### src/rtl/shift_rows_pipe_if.sv
// Block stream: one Rijndael state plus direction and sideband tag.
// The master drives the payload and the slave returns ready.
interface shift_rows_pipe_if #(
  parameter int BW    = 128,
  parameter int TAG_W = 4
);
  logic             valid;
  logic             ready;
  logic             inv;
  logic [TAG_W-1:0] tag;
  logic [BW-1:0]    data;

  modport master (output valid, inv, tag, data, input ready);
  modport slave  (input valid, inv, tag, data, output ready);
endinterface

### src/rtl/shift_rows_pipe.sv
// Registered ShiftRows / InvShiftRows stage for NB = 4/6/8 with a 2-entry output FIFO.
// The transform is applied at acceptance, so out_* comes straight from FIFO registers.
module shift_rows_lane #(
  parameter int NB    = 4,
  parameter int SHIFT = 0
) (
  input  logic                inv,
  input  logic [NB-1:0][7:0]  row,
  output logic [NB-1:0][7:0]  res
);
  for (genvar c = 0; c < NB; c++) begin : g_col
    assign res[c] = inv ? row[(c - SHIFT + NB) % NB] : row[(c + SHIFT) % NB];
  end
endmodule

module shift_rows_pipe #(
  parameter int NB    = 4,
  parameter int TAG_W = 4
) (
  input  logic            clk,
  input  logic            rst_n,
  shift_rows_pipe_if.slave  in_bus,
  shift_rows_pipe_if.master out_bus,
  output logic            busy
);
  localparam int BW = 32 * NB;

  if (NB != 4 && NB != 6 && NB != 8) begin : g_bad_nb
    $error("shift_rows_pipe: NB must be 4, 6 or 8");
  end

  logic [3:0][NB-1:0][7:0] rows, rot;
  logic [BW-1:0]           xf;

  // Byte k = 4c+r sits at [BW-1-8k -: 8]; regroup into rows for the rotators.
  for (genvar r = 0; r < 4; r++) begin : g_row
    localparam int S = (NB == 8 && r >= 2) ? r + 1 : r;
    for (genvar c = 0; c < NB; c++) begin : g_byte
      assign rows[r][c] = in_bus.data[BW-1-8*(4*c+r) -: 8];
      assign xf[BW-1-8*(4*c+r) -: 8] = rot[r][c];
    end
    shift_rows_lane #(.NB(NB), .SHIFT(S)) u_lane (
      .inv (in_bus.inv),
      .row (rows[r]),
      .res (rot[r])
    );
  end

  logic [1:0][BW-1:0]    mem_data;
  logic [1:0][TAG_W-1:0] mem_tag;
  logic [1:0]            mem_inv;
  logic                  wr_ptr, rd_ptr;
  logic [1:0]            count;
  logic                  push, pop;

  assign in_bus.ready  = (count != 2'd2);
  assign out_bus.valid = (count != 2'd0);
  assign out_bus.data  = mem_data[rd_ptr];
  assign out_bus.tag   = mem_tag[rd_ptr];
  assign out_bus.inv   = mem_inv[rd_ptr];
  assign busy          = out_bus.valid;

  assign push = in_bus.valid & in_bus.ready;
  assign pop  = out_bus.valid & out_bus.ready;

  always_ff @(posedge clk) begin
    if (!rst_n) begin
      mem_data <= '0;
      mem_tag  <= '0;
      mem_inv  <= '0;
      wr_ptr   <= 1'b0;
      rd_ptr   <= 1'b0;
      count    <= 2'd0;
    end else begin
      if (push) begin
        mem_data[wr_ptr] <= xf;
        mem_tag[wr_ptr]  <= in_bus.tag;
        mem_inv[wr_ptr]  <= in_bus.inv;
        wr_ptr           <= ~wr_ptr;
      end
      if (pop) rd_ptr <= ~rd_ptr;
      case ({push, pop})
        2'b10:   count <= count + 2'd1;
        2'b01:   count <= count - 2'd1;
        default: count <= count;
      endcase
    end
  end
endmodule

### src/flat_wrapper.sv
// flat-port wrapper written by rule: the top's interface ports become plain ports
module shift_rows_pipe_flat 
#(
  parameter int NB    = 4,
  parameter int TAG_W = 4
)
  (clk, rst_n, busy, in_bus_valid, in_bus_inv, in_bus_tag, in_bus_data, in_bus_ready, out_bus_valid, out_bus_inv, out_bus_tag, out_bus_data, out_bus_ready);
  shift_rows_pipe_if #(.BW(128), .TAG_W(TAG_W)) in_bus_i ();
  shift_rows_pipe_if #(.BW(128), .TAG_W(TAG_W)) out_bus_i ();
  input  logic clk;
  input  logic rst_n;
  output logic busy;
  input wire logic [$bits(in_bus_i.valid)-1:0] in_bus_valid;
  input wire logic [$bits(in_bus_i.inv)-1:0] in_bus_inv;
  input wire logic [$bits(in_bus_i.tag)-1:0] in_bus_tag;
  input wire logic [$bits(in_bus_i.data)-1:0] in_bus_data;
  output wire logic [$bits(in_bus_i.ready)-1:0] in_bus_ready;
  output wire logic [$bits(out_bus_i.valid)-1:0] out_bus_valid;
  output wire logic [$bits(out_bus_i.inv)-1:0] out_bus_inv;
  output wire logic [$bits(out_bus_i.tag)-1:0] out_bus_tag;
  output wire logic [$bits(out_bus_i.data)-1:0] out_bus_data;
  input wire logic [$bits(out_bus_i.ready)-1:0] out_bus_ready;
  assign in_bus_i.valid = in_bus_valid;
  assign in_bus_i.inv = in_bus_inv;
  assign in_bus_i.tag = in_bus_tag;
  assign in_bus_i.data = in_bus_data;
  assign in_bus_ready = in_bus_i.ready;
  assign out_bus_valid = out_bus_i.valid;
  assign out_bus_inv = out_bus_i.inv;
  assign out_bus_tag = out_bus_i.tag;
  assign out_bus_data = out_bus_i.data;
  assign out_bus_i.ready = out_bus_ready;
  shift_rows_pipe #(.NB(NB), .TAG_W(TAG_W)) u_core (.clk(clk), .rst_n(rst_n), .in_bus(in_bus_i), .out_bus(out_bus_i), .busy(busy));
endmodule
### config.mk
export PLATFORM = sky130hd
export DESIGN_NAME = shift_rows_pipe_flat
export DESIGN_NICKNAME = d
export VERILOG_FILES = /design/src/rtl/shift_rows_pipe_if.sv /design/src/rtl/shift_rows_pipe.sv /design/src/flat_wrapper.sv
export SDC_FILE = /design/constraint.sdc
export NUM_CORES = 1
export LEC_CHECK = 0
export CAP_MARGIN = 20
export CORE_MARGIN = 2
export CORE_UTILIZATION = 46
export DETAILED_ROUTE_END_ITERATION = 16
export PLACE_DENSITY = 0.75
export SLEW_MARGIN = 25
export SYNTH_ARGS = -nofsm -noshare
export SYNTH_HDL_FRONTEND = slang
export SYNTH_SLANG_ARGS = --single-unit
### constraint.sdc
create_clock -name clk -period 1.9 [get_ports clk]
set_input_delay 0.38 -clock clk [delete_from_list [all_inputs] [get_ports clk]]
set_output_delay 0.38 -clock clk [all_outputs]
set_load 0.01 [all_outputs]
==> results.json <==
{
  "outcome": "finished with violations",
  "violations": "negative setup slack",
  "path_cells": "buf_12 > buf_12 > buf_12 > buf_6 > mux2_4 > buf_6",
  "leakagePower_nw": 6.74,
  "final-max-slew-violation-count": 0,
  "cts_root_buf": "clkbuf_16",
  "path_class": "reg -> out",
  "slowest_delay_ps": 370,
  "syn_nets": 1452,
  "row_count": 60,
  "setup_viol": 133,
  "initial_utilization_pct": 46.3,
  "critical_path.max_fanout": 8,
  "grtUsageTotal_pct": 25.3,
  "fin_crit_ps": 2250,
  "reg2reg_depth": 6,
  "synth_area_per_cell_sq_um": 9.43,
  "drtAntennaViolNets": 0,
  "worst-path-stages": 6,
  "critPathMostFrequentCell": "buf_12",
  "grt_util_met1_pct": 34.1,
  "worstMarginPinSlew_ps": 704,
  "finalHoldViolCount": 0,
  "syn2layout_area_growth_pct": 41.1,
  "cp-start-kind": "register",
  "overflow": 0,
  "worstPathArrival_ps": 1870,
  "met2_usage_pct": 42.2,
  "antenna_cells": 0,
  "fin_cells": 1937,
  "drt_iter0_drc": 976,
  "numCtsBuffers": 28,
  "skew_ps": 13.1,
  "worst_setup_path_end_kind": "output pin",
  "synth_seq_cells": 270,
  "grt.busiest_layer": "met2",
  "yosysWarnings": 0,
  "cp.required_ps": 1520,
  "fmax_mhz": 445,
  "firstDrtPassIters": 5,
  "placed_cells": 1842,
  "h-tree-depth": 1,
  "layout_setup_ws_ps": -346,
  "grt_max_degree": 157,
  "hold_path.class": "in -> reg",
  "slew-limit-headroom_pct": 53.1,
  "synthesis.area_sq_um": 12400,
  "ctsHoldBuffers": 0,
  "met3_usage_pct": 4.84,
  "die_w_um": 168,
  "hold_path_depth": 3,
  "io_pins": 273,
  "fillers": 2060,
  "core_area_sq_um": 26700,
  "gp_congestion": 0.822,
  "clk_latency_ps": 540,
  "fin_nets": 1718,
  "drive_gt1_share_pct": 30.8,
  "grt_pass1_vias": 11100,
  "synthCells": 1314,
  "die-height_um": 168,
  "via_per_inst": 5.93,
  "rsz0062_at_grt": "true",
  "numClockSinks": 270,
  "grt_pass1_wl_um": 59300,
  "ys_seq_area_share_pct": 43.6,
  "cp.buffers_inverters": 5,
  "wirelength_um": 37900,
  "period_share_pct": 118,
  "powerDensity_nw_per_um2": 1230,
  "vias": 11500,
  "clockBufferDepth": 3,
  "irDropWorstVdd_mv": 0.803,
  "wl_per_cell_um": 19.5,
  "slowest_stage": "dfxtp_4",
  "area.sequential_sq_um": 5410,
  "synth_cell_types": 29,
  "remaining_drc_errors": 0,
  "dieArea_sq_um": 28300,
  "multi_input_area_sq_um": 6550,
  "clk_pin_slew_ps": 60,
  "cts_tree": "done",
  "detailed_place_hpwl_um": 22800,
  "path_delay_family": "buffers and inverters",
  "drv_cap": 0,
  "dp_slack_ps": -58.7,
  "port_buffers": 272,
  "grt_antenna_before_repair": 1
}
-- final cells by class --
| class | instances | share of cell area, % |
|---|---|---|
| clock buffers | 37 | 4.61 |
| clock inverters | 9 | 0.415 |
| repair buffers | 390 | 24.0 |
| inverters | 2 | 0.115 |
| flip-flops and latches | 270 | 31.0 |
| multi-input cells | 888 | 37.5 |
| well taps | 341 | 2.44 |
-- flip-flops by register name (all words and copies together) (netlist names) --
| name | flops |
|---|---|
| u_core.count | 2 |
| u_core.mem_data | 256 |
| u_core.mem_inv | 2 |
| u_core.mem_tag | 8 |
| u_core.rd_ptr | 1 |
| u_core.wr_ptr | 1 |
-- logic make-up (layout without fill, tap and decap cells) --
kind of cell	count (synthesis)	in the layout	synth area share [%]
adder cells (fa/ha/maj)	1	1	0.101
flip-flops	270	270	43.6
XOR/XNOR	3	3	0.212
AO/OA/AOI/OAI	537	537	26.4
multiplexers	197	197	17.3
buffers and inverters	156	438	6.24
AND/OR/NAND/NOR	150	150	6.18
-- metal layers --
layer  up-vias  routed length [um]
met2       428               18100
li1       5391                   -
met1      5616               16400
met4         2                 667
met3        59                2700
met5         -                   8
-- per-stage QoR --
step	total power, mW	hold WS, ps	utilization, %	instance area (sq um)	setup TNS, ps
3_3_place_gp	14.7	456	59.1	15800	-1060
2_1_floorplan	11.5	450	-	12400	0
4_1_cts	21.3	374	64.9	17400	-39810
5_1_grt	22.5	383	65.4	17500	-37140
6_report	21.5	399	65.4	17500	-29880
3_5_place_dp	14.8	463	59.1	15800	-1580
-- tightest hold or removal path: cells and delay by family --
| kind | cells | cell delay, ps |
|---|---|---|
| AOI/OAI and AO/OA | 1 | 90 |
| buffers and inverters | 1 | 180 |
| muxes | 1 | 210 |
-- where the power goes --
group          internal, mW  total [mW]  leakage, nW  switching [mW]
combinational          4.81        9.26         4.09            4.45
sequential             6.48        6.97         2.21           0.490
clock                  3.08        5.32        0.439            2.24
-- synthesized netlist by cell type --
cell type	number	share of area [%]
dfxtp_1	270	44
a21oi_1	267	11
nand3_1	138	5.6
o21ai_0	137	5.5
mux2_2	133	12
clkbuf_1	81	2.5
a211oi_1	78	4.7
mux2i_1	64	5.2
a211oi_2	50	5.1
buf_2	42	1.7
buf_4	20	1.2
buf_6	8	0.73
buf_1	3	0.091
nor2_1	3	0.091
inv_2	2	0.061
nand2_1	2	0.061
o21a_1	2	0.12
o21ai_1	2	0.081
xnor2_1	2	0.14
a21boi_0	1	0.061
and2_1	1	0.051
ha_1	1	0.10
nand2b_1	1	0.051
nor2_4	1	0.091
nor2b_1	1	0.051
nor2b_4	1	0.11
or2_2	1	0.051
or3_1	1	0.051
xor2_1	1	0.071
-- cells in the final DEF (no fill, tap or decap), types with 2 or more instances in the layout --
| cell type | instances |
|---|---|
| a21oi_1 | 267 |
| dfxtp_1 | 267 |
| nand3_1 | 138 |
| o21ai_0 | 137 |
| clkdlybuf4s50_1 | 135 |
| buf_6 | 117 |
| mux2_4 | 85 |
| a211oi_1 | 78 |
| mux2i_1 | 64 |
| a211oi_2 | 50 |
| mux2_2 | 48 |
| buf_12 | 45 |
| buf_2 | 36 |
| buf_4 | 35 |
| clkbuf_16 | 29 |
| clkbuf_2 | 13 |
| clkinv_2 | 7 |
| buf_8 | 6 |
| clkbuf_8 | 5 |
| clkbuf_1 | 3 |
| dlygate4sd2_1 | 3 |
| nor2b_4 | 2 |
| nor2_4 | 2 |
| o21ai_1 | 2 |
| nor2_1 | 2 |
| xnor2_1 | 2 |
| o21a_1 | 2 |
| dfxtp_2 | 2 |
-- path summary, 6_finish.rpt --
check	start	to	slack (ps)
setup / recovery	u_core.rd_ptr	out_bus_data[98]	-350
hold / removal	in_bus_inv	u_core.mem_data[1]	400
setup reg to reg	u_core.count[1]	u_core.mem_data[189]	170
hold reg to reg	u_core.mem_data[205]	u_core.mem_data[205]	470
-- what timing repair did --
item | in CTS | in global routing
cloned | 3 | 0
buffers inserted | 40 | 15
endpoints found under the setup margin | 136 | 157
gates resized for setup | 677 | 76
(Power assumes the default switching activity.)
